**src/rtl/dfm_gate_counter.sv**
```systemverilog
// Gate-window edge counter for two asynchronous inputs. Results are double-buffered
// and read back one byte per address for the SPI register interface.
module dfm_gate_counter #(
    parameter int unsigned GATE_UNIT = 100000
) (
    input  logic       clk_i,
    input  logic       rst_i,
    input  logic       gate_st_i,
    input  logic [7:0] gate_time_i,
    input  logic       sig_a_i,
    input  logic       sig_b_i,
    input  logic [2:0] reg_rd_addr_i,
    output logic [7:0] reg_rd_data_o,
    output logic       busy_o,
    output logic       done_o
);

    localparam int unsigned UnitW = $clog2(GATE_UNIT);
    localparam logic [UnitW-1:0] UnitLast = UnitW'(GATE_UNIT - 1);

    typedef enum logic [1:0] {
        StIdle,
        StGate,
        StLatch,
        StDone
    } state_e;

    state_e           state_q;
    logic [UnitW-1:0] unit_cnt_q;
    logic [7:0]       unit_idx_q;
    logic [7:0]       gate_time_q;
    logic [31:0]      cnt_a_q;
    logic [31:0]      cnt_b_q;
    logic [31:0]      res_a_q;
    logic [31:0]      res_b_q;
    logic             busy_q;
    logic             done_q;
    logic [7:0]       rd_data_q;

    logic [1:0]       a_sync_q;
    logic [1:0]       b_sync_q;
    logic             a_hist_q;
    logic             b_hist_q;
    logic             a_edge;
    logic             b_edge;
    logic             gate_last;
    logic [7:0]       rd_byte;

    // Two-flop synchronizer plus one history flop per input; rising edges become
    // single-cycle pulses three cycles after the input transition.
    always_ff @(posedge clk_i or posedge rst_i) begin
        if (rst_i) begin
            a_sync_q <= '0;
            b_sync_q <= '0;
            a_hist_q <= 1'b0;
            b_hist_q <= 1'b0;
        end else begin
            a_sync_q <= {a_sync_q[0], sig_a_i};
            b_sync_q <= {b_sync_q[0], sig_b_i};
            a_hist_q <= a_sync_q[1];
            b_hist_q <= b_sync_q[1];
        end
    end

    assign a_edge    = a_sync_q[1] & ~a_hist_q;
    assign b_edge    = b_sync_q[1] & ~b_hist_q;
    assign gate_last = (unit_idx_q == gate_time_q) && (unit_cnt_q == UnitLast);

    function automatic logic [31:0] sat_inc(input logic [31:0] v, input logic en);
        return (en && (v != 32'hFFFF_FFFF)) ? v + 32'd1 : v;
    endfunction

    always_ff @(posedge clk_i or posedge rst_i) begin
        if (rst_i) begin
            state_q     <= StIdle;
            unit_cnt_q  <= '0;
            unit_idx_q  <= '0;
            gate_time_q <= '0;
            cnt_a_q     <= '0;
            cnt_b_q     <= '0;
            res_a_q     <= '0;
            res_b_q     <= '0;
            busy_q      <= 1'b0;
            done_q      <= 1'b0;
        end else begin
            unique case (state_q)
                StIdle, StDone: begin
                    if (gate_st_i) begin
                        gate_time_q <= gate_time_i;
                        unit_cnt_q  <= '0;
                        unit_idx_q  <= '0;
                        cnt_a_q     <= '0;
                        cnt_b_q     <= '0;
                        busy_q      <= 1'b1;
                        done_q      <= 1'b0;
                        state_q     <= StGate;
                    end
                end
                StGate: begin
                    cnt_a_q <= sat_inc(cnt_a_q, a_edge);
                    cnt_b_q <= sat_inc(cnt_b_q, b_edge);
                    if (unit_cnt_q == UnitLast) begin
                        unit_cnt_q <= '0;
                        unit_idx_q <= unit_idx_q + 8'd1;
                    end else begin
                        unit_cnt_q <= unit_cnt_q + UnitW'(1);
                    end
                    if (gate_last) begin
                        state_q <= StLatch;
                    end
                end
                StLatch: begin
                    // Only place the readout buffers change.
                    res_a_q <= cnt_a_q;
                    res_b_q <= cnt_b_q;
                    busy_q  <= 1'b0;
                    done_q  <= 1'b1;
                    state_q <= StDone;
                end
                default: state_q <= StIdle;
            endcase
        end
    end

    always_comb begin
        rd_byte = 8'h00;
        unique case (reg_rd_addr_i)
            3'd0: rd_byte = res_a_q[31:24];
            3'd1: rd_byte = res_a_q[23:16];
            3'd2: rd_byte = res_a_q[15:8];
            3'd3: rd_byte = res_a_q[7:0];
            3'd4: rd_byte = res_b_q[31:24];
            3'd5: rd_byte = res_b_q[23:16];
            3'd6: rd_byte = res_b_q[15:8];
            3'd7: rd_byte = res_b_q[7:0];
            default: rd_byte = 8'h00;
        endcase
    end

    always_ff @(posedge clk_i or posedge rst_i) begin
        if (rst_i) begin
            rd_data_q <= 8'h00;
        end else begin
            rd_data_q <= rd_byte;
        end
    end

    assign reg_rd_data_o = rd_data_q;
    assign busy_o        = busy_q;
    assign done_o        = done_q;

endmodule

```
**config.mk**
```make
export PLATFORM = sky130hd
export DESIGN_NAME = dfm_gate_counter
export DESIGN_NICKNAME = d
export VERILOG_FILES = /design/src/rtl/dfm_gate_counter.sv
export SDC_FILE = /design/constraint.sdc
export NUM_CORES = 1
export LEC_CHECK = 0
export ABC_AREA = 0
export ABC_CLOCK_PERIOD_IN_PS = 5520
export CAP_MARGIN = 20
export CORE_ASPECT_RATIO = 2
export CORE_MARGIN = 2
export CORE_UTILIZATION = 28
export DETAILED_ROUTE_END_ITERATION = 6
export GPL_ROUTABILITY_DRIVEN = 0
export PLACE_DENSITY_LB_ADDON = 0.1
export SETUP_SLACK_MARGIN = 0.4
export SLEW_MARGIN = 20
export SYNTH_ARGS = -nofsm -noshare
export SYNTH_HDL_FRONTEND = slang
export SYNTH_SLANG_ARGS = --single-unit
```
**constraint.sdc**
```tcl
create_clock -name clk_i -period 5.52 [get_ports clk_i]
set_input_delay 1.104 -clock clk_i [delete_from_list [all_inputs] [get_ports clk_i]]
set_output_delay 1.104 -clock clk_i [all_outputs]
set_load 0.05 [all_outputs]
```
# After elaboration in Yosys (flattened, before gate mapping)
# Cells that the tools add are included.
dict set report word_totals {
  reg_bits 179
  in_bits 16
  output_inout_bits 10
  wordCells 76
}
dict set report classes {
  add_sub_neg 4
  n_eq_ne 19
  muxes 19
  n_bitwise 4
  n_reduce_logical 15
}
# operator n
set op_table {}
lappend op_table {{$pmux W32 S2} 2}
lappend op_table {{$mux W32} 3}
lappend op_table {{$add A32 B1 Y32 const B} 2}
lappend op_table {{$ne A32 B32 Y1 const B} 2}
lappend op_table {{$pmux W8 S8} 1}
lappend op_table {{$mux W17} 2}
lappend op_table {{$pmux W17 S2} 1}
lappend op_table {{$add A17 B1 Y17 const B} 1}
lappend op_table {{$eq A17 B17 Y1 const B} 1}
lappend op_table {{$mux W8} 2}
lappend op_table {{$pmux W8 S2} 1}
lappend op_table {{$eq A3 B3 Y1 const B} 4}
lappend op_table {{$ne A2 B2 Y1 const B} 5}
lappend op_table {{$reduce_and A3 Y1} 3}
lappend op_table {{$add A8 B1 Y8 const B} 1}
lappend op_table {{$eq A8 B8 Y1} 1}
lappend op_table {{$reduce_and A2 Y1} 4}
lappend op_table {{$eq A3 B2 Y1 const B} 2}
lappend op_table {{$pmux W2 S3} 1}
lappend op_table {{$eq A2 B2 Y1 const B} 2}
lappend op_table {{$mux W2} 2}
lappend op_table {{$pmux W1 S2} 2}
lappend op_table {{$reduce_bool A2 Y1} 2}
lappend op_table {{$eq A3 B1 Y1 const B} 1}
lappend op_table {{other kinds (8)} 13}

# Longest topological paths before layout
dict set report logic_depth {
  depth_word 5
  ltp_mapped 9
}

# Least setup slack after synthesis
# Ideal clock, no wire load.
dict set report synth_timing {
  kind {input to register}
  start {input port reg_rd_addr_i[2]}
  end {register rd_data_q[0], in the netlist reg_rd_data_o[0]}
  setup_ns 0.077
  arrival_time_ns 2.305
  t_required_ns 5.443
  setup_slack_ns 3.137
  cell_stages 7
  path_buffers 3
  cell_sequence {clkbuf_1 -> clkbuf_1 -> clkbuf_1 -> nand2_1 -> o21ai_0 -> nand2_1 -> a21oi_1}
}
dict set report synth_between {
  elab_chain_cells 2
}
# element line
set synth_rtl {}
lappend synth_rtl {{start, declared} 12} ;# input logic [2:0] reg_rd_addr_i,
lappend synth_rtl {{$eq A3 B3 Y1, or another cell as far along} 127} ;# unique case (reg_rd_addr_i)
lappend synth_rtl {{$pmux W8 S8 *} 127}
lappend synth_rtl {{named net rd_byte[0]} 47} ;# logic [7:0] rd_byte;
lappend synth_rtl {{end signal, assigned} 144} ;# rd_data_q <= rd_byte;
lappend synth_rtl {{end, declared} 38} ;# logic [7:0] rd_data_q;
# The timed path passes the listed nets; every way through them passes the cells marked *.
# A chain may end at the register's enable or synchronous reset.

# Worst setup path in the final report
dict set report layout_timing {
  start {input port gate_st_i}
  end {register cnt_b_q[24]}
}
dict set report layout_between {
  elab_chain_cells 2
}
# element line
set layout_rtl {}
lappend layout_rtl {{start, declared} 8} ;# input logic gate_st_i,
lappend layout_rtl {{$ne A2 B2 Y1 (no line)} -}
lappend layout_rtl {{$reduce_and A3 Y1 (no line)} -}
lappend layout_rtl {{end signal, assigned} 101} ;# cnt_b_q <= sat_inc(cnt_b_q, b_edge);
lappend layout_rtl {{end, declared} 33} ;# logic [31:0] cnt_b_q;
# Every way passes these cells.

==> impl_metrics.prom <==
# TYPE chip_impl_metric gauge
chip_impl_info{name="tritoncts_clock_tree",value="built"} 1
chip_impl_metric{name="power.leakage",unit="nW"} 4.40
chip_impl_info{name="synth_top_family_by_area",value="simple AND/OR/NAND/NOR gates"} 1
chip_impl_metric{name="portBuffers",unit=""} 25
chip_impl_metric{name="syn_area",unit="sq um"} 9250
chip_impl_metric{name="wl",unit="um"} 28900
chip_impl_metric{name="cp_data_arrival_time",unit="ns"} 3.74
chip_impl_metric{name="die_area",unit="sq um"} 34600
chip_impl_metric{name="powerDensity",unit="nW/um^2"} 389
chip_impl_metric{name="clk_latency",unit="ns"} 0.45
chip_impl_metric{name="final-max-slew-violation-count",unit=""} 0
chip_impl_metric{name="finish.utilization",unit="%"} 32.2
chip_impl_metric{name="finalWorstPathRequiredPeriod",unit="ns"} 3.43
chip_impl_metric{name="floorplan.initialDensity",unit="%"} 28.3
chip_impl_metric{name="core_region_area",unit="sq um"} 32700
chip_impl_metric{name="total_power",unit="W"} 0.00410
chip_impl_metric{name="timing.hold.worst_path_depth",unit=""} 0
chip_impl_metric{name="pin_count",unit=""} 26
chip_impl_metric{name="synth_area_per_cell",unit="sq um"} 10.4
chip_impl_metric{name="unique_cell_type_count_in_the_yosys_netlist",unit=""} 69
chip_impl_metric{name="max-cap-violations",unit=""} 0
chip_impl_info{name="ys_flop_type",value="sky130_fd_sc_hd__dfrtp_1"} 1
chip_impl_metric{name="hold_viol_final",unit=""} 0
chip_impl_info{name="clockRootBuffer",value="sky130_fd_sc_hd__clkbuf_16"} 1
chip_impl_metric{name="post-cts-setup-buffer-count",unit=""} 0
chip_impl_metric{name="timing.setup.tns",unit="ns"} 0
chip_impl_metric{name="post_synth_and_or_nand_nor_area_fraction",unit="%"} 18.0
chip_impl_metric{name="h_tree_depth",unit=""} 4
chip_impl_metric{name="synth-seq-area-share",unit="%"} 48.4
chip_impl_metric{name="hpwl",unit="um"} 20000
chip_impl_metric{name="wirelength_per_cell",unit="um"} 21.6
chip_impl_metric{name="drt.antenna.violating_nets",unit=""} 0
chip_impl_metric{name="groute.usage.overall",unit="%"} 17.4
chip_impl_metric{name="synth_fa_ha_area_share",unit="%"} 0.947
chip_impl_info{name="critical_path.startpoint_type",value="primary input"} 1
chip_impl_metric{name="crit_required",unit="ns"} 5.83
chip_impl_metric{name="cts_sinks",unit=""} 179
chip_impl_metric{name="clock_skew",unit="ns"} 0.00773
chip_impl_metric{name="synth_fp_nets",unit=""} 913
chip_impl_metric{name="grt_max_degree",unit=""} 154
chip_impl_metric{name="cts_buffers",unit=""} 17
chip_impl_metric{name="syn2layout_area_growth",unit="%"} 14.0
chip_impl_metric{name="synth_xor_xnor_area_share",unit="%"} 2.18
chip_impl_info{name="run_status",value="finished clean"} 1
chip_impl_metric{name="grt_overflow",unit=""} 0
chip_impl_metric{name="rows",unit=""} 94
chip_impl_metric{name="share_of_cells_above_drive_strength_1",unit="%"} 15.7
chip_impl_metric{name="drc_errors",unit=""} 0
chip_impl_metric{name="cp_max_fo",unit=""} 24
chip_impl_metric{name="initial_antenna_violation_count",unit=""} 0
chip_impl_metric{name="grt_pass1_wl",unit="um"} 45800
chip_impl_metric{name="drt-vias-per-instance",unit=""} 5.30
chip_impl_metric{name="tightestPinTransition",unit="ns"} 0.934
chip_impl_info{name="worstReg2RegStart",value="cnt_a_q[0]"} 1
chip_impl_metric{name="dp_slack",unit="ns"} 1.58
chip_impl_metric{name="hold_buffers",unit=""} 0
chip_impl_metric{name="fin_worst_hold_slack",unit="ns"} 0.349
chip_impl_metric{name="synth-edff-count",unit=""} 0
chip_impl_metric{name="worstRegToRegCells",unit=""} 6
chip_impl_metric{name="detailedRoute.firstPassIterationCount",unit=""} 4
chip_impl_info{name="end_kind",value="flip-flop"} 1
chip_impl_metric{name="vdd_drop_max",unit="mV"} 0.266
chip_impl_metric{name="finalCritPeriodShare",unit="%"} 62.2
chip_impl_metric{name="netlist_instances",unit=""} 890
chip_impl_metric{name="ys_ff_latch",unit=""} 179
chip_impl_metric{name="design.final.nets",unit=""} 915
chip_impl_info{name="setup_repair_after_global_routing_missed_its_margin",value="no"} 1
chip_impl_metric{name="synth-compound-area-share",unit="%"} 16.5
chip_impl_metric{name="timing.slew.headroom",unit="%"} 37.7
chip_impl_info{name="worstReg2RegEnd",value="cnt_a_q[13]"} 1
chip_impl_info{name="hold-path-endpoint",value="a_sync_q[1]"} 1
chip_impl_info{name="worst-setup-path-type",value="in -> reg"} 1
chip_impl_metric{name="post_synth_mux_area_share",unit="%"} 10.4
chip_impl_metric{name="num_vias",unit=""} 7089
chip_impl_metric{name="final-setup-viol-count",unit=""} 0
chip_impl_metric{name="floorplan.die.width",unit="um"} 133
chip_impl_info{name="layout_commonest_cell",value="sky130_fd_sc_hd__dfrtp_1"} 1
chip_impl_metric{name="cts_resized",unit=""} 0
chip_impl_metric{name="die_h",unit="um"} 261
chip_impl_info{name="holdCritStartpoint",value="a_sync_q[0]"} 1
chip_impl_metric{name="fmaxAchievable",unit="MHz"} 291
chip_impl_metric{name="yosysWarningCount",unit=""} 0
chip_impl_metric{name="register_to_register_setup_slack",unit="ns"} 2.32
chip_impl_info{name="hp-class",value="reg -> reg"} 1
chip_impl_metric{name="clk_transition_reported_paths",unit="ns"} 0.07
chip_impl_metric{name="first_global_vias",unit=""} 7382
chip_impl_metric{name="clk_path_buf_depth",unit=""} 2
chip_impl_info{name="layout_common_cells",value="sky130_fd_sc_hd__dfrtp_1 (179), sky130_fd_sc_hd__mux2_2 (74), sky130_fd_sc_hd__nand2_1 (72)"} 1
chip_impl_metric{name="worst_slack_setup_final",unit="ns"} 2.09
chip_impl_metric{name="postSynth.asyncResetShare",unit="%"} 100
chip_impl_metric{name="antenna_cells_inserted",unit=""} 0
chip_impl_metric{name="initialDrtViolationCount",unit=""} 430
==> kinds of logic after synthesis <==
group           after synthesis
compound gates              212
xor+xnor                     23
fa+ha+maj                     7
buf+inv                      82
flops                       179
mux                          86
simple gates                301
==> through the flow <==
| step | std cells | area [sq um] |
|---|---|---|
| floorplan | 890 | 9250 |
| global route | 1337 | 10500 |
| global placement | 1305 | 9970 |
| CTS | 1337 | 10500 |
| detailed placement | 1305 | 9970 |
| finish | 1337 | 10500 |
==> power by group <==
part,internal [W],total (W),switching [W],leakage [nW]
Clock,0.000679,0.00122,0.000543,0.274
Sequential,0.00144,0.00159,0.000152,2.44
Combinational,0.000427,0.00128,0.000857,1.68
==> worst max-delay path: stages <==
cell and delay [ns]:
sky130_fd_sc_hd__clkdlybuf4s50_1 0.64, sky130_fd_sc_hd__mux2_2 0.60, sky130_fd_sc_hd__nand2_1 0.62, sky130_fd_sc_hd__o21ai_1 0.58
sky130_fd_sc_hd__a31oi_1 0.16
==> metal layers <==
metal | up-vias | wire [um] | GRT usage (%)
li1 | 3366 | - | -
met4 | 0 | 1450 | 10.1
met3 | 45 | 684 | 2.57
met1 | 3557 | 11200 | 19.3
met2 | 121 | 15500 | 31.6
met5 | - | 0 | 0
==> cell usage after synthesis, types with 3 or more instances <==
cell,count,area (sq um)
sky130_fd_sc_hd__nand2_1,72,270
sky130_fd_sc_hd__and3_1,17,106
sky130_fd_sc_hd__or4_1,8,60.1
sky130_fd_sc_hd__ha_1,7,87.6
sky130_fd_sc_hd__inv_1,24,90.1
sky130_fd_sc_hd__o21ai_0,37,185
sky130_fd_sc_hd__a41oi_1,3,26.3
sky130_fd_sc_hd__o221ai_1,3,26.3
sky130_fd_sc_hd__a211oi_1,8,60.1
sky130_fd_sc_hd__nand3b_1,5,37.5
sky130_fd_sc_hd__and4_1,13,114
sky130_fd_sc_hd__o31a_1,4,35.0
sky130_fd_sc_hd__nand3_1,43,215
sky130_fd_sc_hd__buf_2,16,80.1
sky130_fd_sc_hd__dfrtp_1,179,4480
sky130_fd_sc_hd__nor4_1,12,75.1
sky130_fd_sc_hd__a31oi_1,15,93.8
sky130_fd_sc_hd__a31o_2,4,35.0
sky130_fd_sc_hd__buf_1,8,30.0
sky130_fd_sc_hd__mux2_2,74,833
sky130_fd_sc_hd__xor2_1,18,158
sky130_fd_sc_hd__a221oi_1,3,26.3
sky130_fd_sc_hd__clkbuf_1,34,128
sky130_fd_sc_hd__mux2i_1,11,110
sky130_fd_sc_hd__o31ai_1,21,158
sky130_fd_sc_hd__o211ai_1,17,128
sky130_fd_sc_hd__nand2b_1,9,56.3
sky130_fd_sc_hd__o2bb2ai_1,4,35.0
sky130_fd_sc_hd__o21ai_1,8,40.0
sky130_fd_sc_hd__and2_1,4,25.0
sky130_fd_sc_hd__o22ai_1,5,31.3
sky130_fd_sc_hd__o311ai_0,3,26.3
sky130_fd_sc_hd__xnor2_1,5,43.8
sky130_fd_sc_hd__a21o_1,7,52.6
sky130_fd_sc_hd__nor4_4,4,85.1
sky130_fd_sc_hd__nor3_1,20,100
sky130_fd_sc_hd__a21oi_1,16,80.1
sky130_fd_sc_hd__or3_1,7,43.8
sky130_fd_sc_hd__nor2b_1,4,25.0
sky130_fd_sc_hd__nand4_1,30,188
sky130_fd_sc_hd__o311ai_1,15,131
sky130_fd_sc_hd__a211o_1,3,26.3
sky130_fd_sc_hd__a22o_1,15,131
sky130_fd_sc_hd__nor2_1,41,154
==> flip-flops by register name, indices dropped and copies added (netlist names) <==
name / cells
b_sync_q: 2
gate_time_q: 8
done_o: 1
state_q: 2
res_b_q: 32
cnt_b_q: 32
b_hist_q: 1
unit_idx_q: 8
reg_rd_data_o: 8
a_sync_q: 2
unit_cnt_q: 17
a_hist_q: 1
busy_o: 1
cnt_a_q: 32
res_a_q: 32
==> final cells by class <==
type	count	area, sq um
multi-input cells	629	4470
flip-flops and latches	179	4480
fillers	3472	22200
inverters	24	93.8
clock inverters	8	75.1
repair buffers	41	383
clock buffers	24	502
well taps	432	541
==> how the worst max path moves through the flow <==
stage / end / slack [ns] / from
final: cnt_b_q[24] / 2.09 / gate_st_i
after global routing: cnt_b_q[27] / 1.91 / gate_st_i
after CTS: cnt_b_q[24] / 2.06 / gate_st_i
after detailed placement: cnt_b_q[24] / 1.58 / gate_st_i
after global placement: cnt_b_q[24] / 1.61 / gate_st_i
after floorplan: a_hist_q / 2.12 / rst_i
Note: power is estimated with default switching activity, not from simulation.
